--- config.mk ---
export PLATFORM = sky130hd
export DESIGN_NAME = gray_ptr_rx
export DESIGN_NICKNAME = d
export VERILOG_FILES = /design/src/rtl/gray_ptr_rx_pkg.sv /design/src/rtl/gray_to_binary.sv /design/src/rtl/gray_ptr_rx.sv
export SDC_FILE = /design/constraint.sdc
export NUM_CORES = 1
export LEC_CHECK = 0
export BUFFER_PORTS_ARGS = -buffer_cell sky130_fd_sc_hd__clkbuf_2
export CAP_MARGIN = 10
export CORE_MARGIN = 2
export CORE_UTILIZATION = 57
export DETAILED_ROUTE_END_ITERATION = 16
export PLACE_DENSITY = 0.83
export SLEW_MARGIN = 20
export SYNTH_ARGS = -nofsm -noshare
export SYNTH_HDL_FRONTEND = slang
export SYNTH_HIERARCHICAL = 1
export SYNTH_SLANG_ARGS = --single-unit
--- constraint.sdc ---
create_clock -name clk_i -period 7.91 [get_ports clk_i]
set_input_delay 0.791 -clock clk_i [delete_from_list [all_inputs] [get_ports clk_i]]
set_output_delay 0.791 -clock clk_i [all_outputs]
set_load 0.005 [all_outputs]
--- src/rtl/gray_ptr_rx_pkg.sv ---
// Shared types and helpers for the Gray-coded pointer receiver.
package gray_ptr_rx_pkg;

  // The credit counter must hold 0..2**n inclusive, so it needs one bit more than the pointer.
  function automatic int cnt_w(input int n);
    return n + 1;
  endfunction

  // Sticky error flags kept by the receiver.
  typedef struct packed {
    logic step;
    logic ovf;
    logic ham;
  } err_t;

endpackage

--- src/rtl/gray_to_binary.sv ---
// Combinational Gray-to-binary decoder: each binary bit is the XOR of all Gray bits at or above it.
module gray_to_binary #(
  parameter int N = 4
) (
  input  logic [N-1:0] gray_i,
  output logic [N-1:0] bin_o
);

  // Prefix-XOR from the MSB down, written as a reduction to avoid a self-referencing loop.
  always_comb begin
    bin_o = '0;
    for (int i = 0; i < N; i++) begin
      bin_o[i] = ^(gray_i >> i);
    end
  end

endmodule

--- src/rtl/gray_ptr_rx.sv ---
// Receive side of a Gray-coded pointer link: turns forward pointer steps into credits that are
// drained one per pop handshake, and flags illegal pointer movement with sticky errors.
// Optional feature: define GRAY_PTR_RX_HAMMING_CHECK_EN to flag samples where more than one Gray
// bit changed between consecutive cycles (only meaningful if the source clock is not faster).
module gray_ptr_rx
  import gray_ptr_rx_pkg::*;
#(
  parameter int N       = 4,
  parameter int MaxStep = 4
) (
  input  logic                clk_i,
  input  logic                rst_ni,
  input  logic [N-1:0]        gray_i,
  input  logic                clr_i,
  output logic                pop_valid_o,
  input  logic                pop_ready_i,
  output logic [cnt_w(N)-1:0] count_o,
  output logic [N-1:0]        ptr_o,
  output logic                err_step_o,
  output logic                err_ovf_o,
  output logic                err_ham_o
);

  localparam int              CW       = cnt_w(N);
  localparam logic [N-1:0]    MAX_STEP = N'(MaxStep);
  localparam logic [N+1:0]    FULL     = (N+2)'(2**N);

  logic [N-1:0]  gray_q;
  logic [N-1:0]  bin;
  logic [N-1:0]  delta;
  logic [N-1:0]  acc;
  logic [N-1:0]  ptr_q, ptr_d;
  logic [CW-1:0] count_q, count_d;
  logic [N+1:0]  count_sum;
  logic          valid_q, valid_d;
  logic          pop;
  err_t          err_q, err_d, err_new;

  gray_to_binary #(.N(N)) u_dec (
    .gray_i (gray_q),
    .bin_o  (bin)
  );

`ifdef GRAY_PTR_RX_HAMMING_CHECK_EN
  logic [N-1:0] gray_prev_q;

  // Keep the previous stage-1 sample so single-bit Gray movement can be verified.
  always_ff @(posedge clk_i) begin
    if (!rst_ni) gray_prev_q <= '0;
    else         gray_prev_q <= gray_q;
  end
`endif

  // Accept rule, credit accounting with saturation, and sticky-error update.
  always_comb begin
    err_new = '0;
    acc     = '0;
    ptr_d   = ptr_q;
    delta   = bin - ptr_q;
    pop     = valid_q & pop_ready_i;

    if (delta > MAX_STEP) begin
      err_new.step = 1'b1;
    end else if (delta != '0) begin
      acc   = delta;
      ptr_d = bin;
    end

    count_sum = {1'b0, count_q} + {2'b00, acc} - {{(N+1){1'b0}}, pop};
    if (count_sum > FULL) begin
      count_d     = FULL[CW-1:0];
      err_new.ovf = 1'b1;
    end else begin
      count_d = count_sum[CW-1:0];
    end
    valid_d = (count_d != '0);

`ifdef GRAY_PTR_RX_HAMMING_CHECK_EN
    err_new.ham = ($countones(gray_q ^ gray_prev_q) > 1);
`endif

    // A fresh error in the clearing cycle survives the clear.
    err_d = err_new | (clr_i ? err_t'('0) : err_q);
`ifndef GRAY_PTR_RX_HAMMING_CHECK_EN
    err_d.ham = 1'b0;
`endif
  end

  // Pipeline and state registers; reset discards credits and pointer in one step.
  always_ff @(posedge clk_i) begin
    if (!rst_ni) begin
      gray_q  <= '0;
      ptr_q   <= '0;
      count_q <= '0;
      valid_q <= 1'b0;
      err_q   <= '0;
    end else begin
      gray_q  <= gray_i;
      ptr_q   <= ptr_d;
      count_q <= count_d;
      valid_q <= valid_d;
      err_q   <= err_d;
    end
  end

  assign pop_valid_o = valid_q;
  assign count_o     = count_q;
  assign ptr_o       = ptr_q;
  assign err_step_o  = err_q.step;
  assign err_ovf_o   = err_q.ovf;
  assign err_ham_o   = err_q.ham;

endmodule

# --- After elaboration in Yosys (flattened, before gate mapping) ---
# Index checks and enable logic that the tools add are counted.
totals:
  register_bits: 17
  latchBits: 0
  mem_bits_rw: 0
  mem_bits_ro: 0
  inputBits: 8
  output_inout_bits: 13
  elab_cells: 28
  memories: 0
op_classes:
  add_sub_neg: 3
  mul: 0
  div_mod_pow: 0
  order_cmp: 2
  n_eq_ne: 0
  n_shift: 0
  mux: 6
  bitwise_logic: 3
  n_reduce_logical: 7
op_table:
  columns: ["operator", "n"]
  rows:
  - ["$reduce_xor A4 Y1", 4]
  - ["$mux W4", 2]
  - ["$add A5 B4 Y6", 1]
  - ["$gt A6 B5 Y1 const B", 1]
  - ["$sub A6 B1 Y6", 1]
  - ["$mux W5", 1]
  - ["$reduce_bool A5 Y1", 1]
  - ["$gt A4 B3 Y1 const B", 1]
  - ["$reduce_bool A4 Y1", 1]
  - ["$sub A4 B4 Y4", 1]
  - ["$mux W3", 1]
  - ["$or A3 B3 Y3", 1]
  - ["$mux W1", 2]
  - ["$reduce_and A2 Y1", 1]
  - ["$and A1 B1 Y1", 1]
  - ["$not A1 Y1", 1]

# --- Longest topological paths before layout ---
depth:
  depth_word: 10
  ltp_mapped: 17
  ltp_nobuf: 17

# --- Cells and area by module ---
# The synthesis kept the hierarchy.
modules_own_cells:
  columns: ["module", "instances", "cells_each", "area_each_um2", "seq_area_each_um2"]
  rows:
  - ["gray_ptr_rx", 1, 106, 960.9, 320.3]
  - ["gray_to_binary", 1, 5, 50.0, 0.0]

# --- Least setup slack after synthesis ---
# Ideal clock, no wire load.
synth_path:
  path_type: "reg-to-reg"
  from: "register gray_q[3]"
  to: "register count_q[0], in the netlist count_o[0]"
  setup_time_ns: 0.116
  arrival_ns: 3.738
  required_time_ns: 7.794
  slack_ns: 4.057
  stages_incl_launch_ff: 18
  n_path_buf: 0
  synth_period_minus_slack_ns: 3.853
  path_cell_list: "dfxtp_1 -> xor2_2 -> xnor2_1 -> inv_1 -> ha_1 -> fa_1 -> nand2_1 -> nand2_1 -> nand3_1 -> or2_2 -> ha_1 -> inv_1 -> ha_1 -> a21o_1 -> and4_2 -> or3_1 -> and3b_2 -> and3_1"
synth_between:
  elab_chain_cells: 9
  elab_cells_between_ends: 13
  classes_between: "add/sub (3); order compare (2); mux (3); reduce/logical (5)"
synth_lines:
  columns: ["element", "line", "rtl"]
  rows:
  - ["from (decl)", "gray_ptr_rx.sv:28", "logic [N-1:0] gray_q;"]
  - ["from (signal assigned)", "gray_ptr_rx.sv:98", "gray_q <= gray_i;"]
  - ["$reduce_xor A4 Y1 *", "gray_to_binary.sv:13", "bin_o[i] = ^(gray_i >> i);"]
  - ["net bin[2]", "gray_ptr_rx.sv:29", "logic [N-1:0] bin;"]
  - ["$sub A4 B4 Y4 *", "gray_ptr_rx.sv:59", "delta = bin - ptr_q;"]
  - ["branches (longest 2 deep; another with $gt A4 B3 Y1)", null, null]
  - ["$mux W4 *", "gray_ptr_rx.sv:62", "if (delta > MAX_STEP) begin"]
  - ["$add A5 B4 Y6 *", "gray_ptr_rx.sv:69", "count_sum = {1'b0, count_q} + {2'b00, acc} - {{(N+1){1'b0}}, pop};"]
  - ["$sub A6 B1 Y6 *", "gray_ptr_rx.sv:69", null]
  - ["$gt A6 B5 Y1", "gray_ptr_rx.sv:70", "if (count_sum > FULL) begin"]
  - ["$mux W5 *", "gray_ptr_rx.sv:70", null]
  - ["to (signal assigned)", "gray_ptr_rx.sv:100", "count_q <= count_d;"]
  - ["to (decl)", "gray_ptr_rx.sv:33", "logic [CW-1:0] count_q, count_d;"]
# Mark *: on every way through the listed nets, which the timed path passes.
# A chain may end at the register's enable or synchronous reset.

# --- Worst setup path after layout ---
layout_path:
  from: "register gray_q[3]"
  to: "register count_q[3], in the netlist count_o[3]"
# Same word-level chain as after synthesis.

==> impl_metrics.py <==
metrics = {
    "setup_path": {
        "crit_type": "reg2reg",
        "worstSetupStartpointType": "flip-flop",
        "crit_path_cell_trace": "xor2_2 -> xor2_1 -> ha_1 -> nor2b_1 -> o21a_1 -> o21ai_1 -> nand3_1 -> or2_2 -> ha_1 -> inv_1 -> ha_1 -> a21o_1 -> and4_2 -> or3_1 -> and3b_2 -> and3_1",
        "end_kind": "flip-flop",
        "cpPeakStageDelay_ns": 0.46,
        "cp.arrival_ns": 4.51,
        "cpMaxStageDelayCell": "dfxtp_1",
        "cp_data_required_time_ns": 8.10,
        "critPathMaxFanout": 6,
        "crit_path_frequent_cell": "ha_1",
    },
    "global_routing": {
        "grt_pass1_vias": 759,
        "grt.overflow.total": 0,
        "grt_pass1_wl_mm": 3.10,
        "grt_use_total": 0.209,
        "grt_max_degree": 11,
        "antenna_found_initial": 0,
    },
    "drt": {
        "wl_mm": 1.88,
        "wl_per_cell_um": 12.6,
        "post_drt_via_cell_ratio": 5.56,
        "dr_total_vias": 829,
        "firstDrtPassIters": 4,
        "drtIter0Drc": 29,
        "postRouteAntennaNets": 0,
        "remaining_drc_errors": 0,
    },
    "timing": {
        "fin_crit_ns": 4.32,
        "finalCritPeriodShare": 0.546,
        "skew_ns": 0.00518,
        "max_freq_ghz": 0.231,
        "finalHoldViolCount": 0,
        "slew_viol_final": 0,
        "finalSetupTns_ns": 0,
        "rsz0062_at_grt": "no",
        "finalSetupViolations": 0,
    },
    "floorplanning": {
        "start_util": 0.599,
        "core_area_um2": 1690,
        "die_w_um": 46.1,
        "die_h_um": 46.1,
        "dieArea_um2": 2130,
        "io_pins": 21,
        "std_cell_rows": 15,
    },
    "synthesis": {
        "seq_area_frac_synth": 0.317,
        "ys_ff_latch": 16,
        "synth_cell_types": 34,
        "ys_top_cells_by_count": "16 x dfxtp_1, 16 x inv_1, 11 x ha_1",
        "syn-num-nets": 132,
        "synth_flop_cell": "dfxtp_1",
        "ys_async_sr_fraction": 0,
        "synth_edf_count": 0,
        "yosysTopAreaCellShare": 0.317,
        "syn_inst": 111,
        "syn_area_um2": 1010,
        "synthTopCellsByArea": "dfxtp_1 32%, ha_1 14%, xnor2_1 6.1%",
        "yosysTopAreaCell": "dfxtp_1",
        "yosys_warnings": 6,
        "syn_area_per_cell_um2": 9.11,
    },
    "finish": {
        "finish.net_count": 154,
        "area_growth_pct": 13.6,
        "num_antenna_cells": 0,
        "final_cell_area_um2": 1150,
        "final.fill_count": 128,
        "instances_no_fill": 149,
        "drive_gt1_frac": 0.212,
    },
    "placed_design": {
        "place_area_um2": 1110,
        "place_congestion": 0.877,
        "dpl.hpwl_mm": 1.53,
        "dp.cells": 145,
        "port_buffers": 19,
    },
    "run": {
        "maxCapViolCount": 0,
    },
    "cts": {
        "ctsRootBufferMaster": "clkbuf_4",
        "cts_resized": 0,
        "cts_tree": "built",
        "clkSlewWorstSetupHoldPaths_ns": 0.10,
        "worstSkewPairLatency_ns": 0.29,
        "cts_max_path_buffers": 2,
        "clock_sinks": 16,
        "cts_setup_buffers": 0,
        "cts_htree_levels": 1,
        "cts_buffers": 3,
        "ctsHoldBuffers": 0,
    },
    "status": {
        "status": "complete, no violations",
    },
    "worst_hold_path": {
        "hold_class": "reg2reg",
    },
}
## registers in the layout (all words and copies together) (netlist names)
register,flops
count_o,5
err_ovf_o,1
pop_valid_o,1
err_step_o,1
ptr_o,4
gray_q,4
## layout make-up
type                    count  area [um2]  share of cell area
inverters                  16        60.1              0.0523
repair buffers             19        95.1              0.0828
clock buffers               4        36.3              0.0316
flip-flops and latches     16         320               0.279
multi-input cells          77         616               0.536
well taps                  17        21.3              0.0185
## cells in the final DEF, fill, tap and decap left out, drive strengths merged, types with 4 or more instances in the layout
cell type and instances:
clkbuf 23, inv 16, dfxtp 16, ha 11
xnor2 7, a21oi 6, and2 5, xor2 5
and3 4
## path summary, 6_finish.rpt
check                              from               endpoint  slack, ns  depth (start not counted)
hold reg to reg   ptr_o[2]$_SDFFE_PN0P_  ptr_o[2]$_SDFFE_PN0P_       0.50                          2
hold / removal    ptr_o[2]$_SDFFE_PN0P_  ptr_o[2]$_SDFFE_PN0P_       0.50                          2
setup reg to reg   gray_q[3]$_SDFF_PN0_  count_o[3]$_SDFF_PN0_       3.59                         16
setup / recovery   gray_q[3]$_SDFF_PN0_  count_o[3]$_SDFF_PN0_       3.59                         16
## kinds of logic (layout without fill, tap and decap cells)
| family | Yosys count | after routing | share of synthesized area |
|---|---|---|---|
| flip-flops | 16 | 16 | 0.317 |
| XOR/XNOR | 12 | 12 | 0.111 |
| buffers and inverters | 18 | 39 | 0.0743 |
| adder cells (fa/ha/maj) | 13 | 13 | 0.176 |
| other | 1 | 1 | 0.00371 |
| AO/OA/AOI/OAI | 20 | 20 | 0.127 |
| multiplexers | 1 | 1 | 0.00990 |
| AND/OR/NAND/NOR | 30 | 30 | 0.181 |
## layer usage
metal  up-vias  GRT usage  wire (um)
met5         -          0          0
met4         0      0.109         21
met3         4     0.0471         84
met2        19      0.336        923
met1       384      0.260        848
li1        422          -          -
## through the flow
step,utilization,hold WS [ns],setup slack [ns]
6_report,0.680,0.497,3.59
4_1_cts,0.680,0.498,3.60
3_5_place_dp,0.659,0.484,3.62
3_3_place_gp,0.659,0.474,3.74
5_1_grt,0.680,0.540,3.31
2_1_floorplan,-,0.477,4.06
## worst max-delay path, delay by kind of cell (launching register included)
family                   cells  cell delay [ns]
adder cells (fa/ha/maj)      3             0.84
buffers and inverters        1             0.06
AND/OR/NAND/NOR              7             1.65
flip-flops                   1             0.46
AO/OA/AOI/OAI                3             0.69
XOR/XNOR                     2             0.54
Power is not shown: default switching activity piles up to over one toggle a cycle in this logic, so the estimate is an artifact.
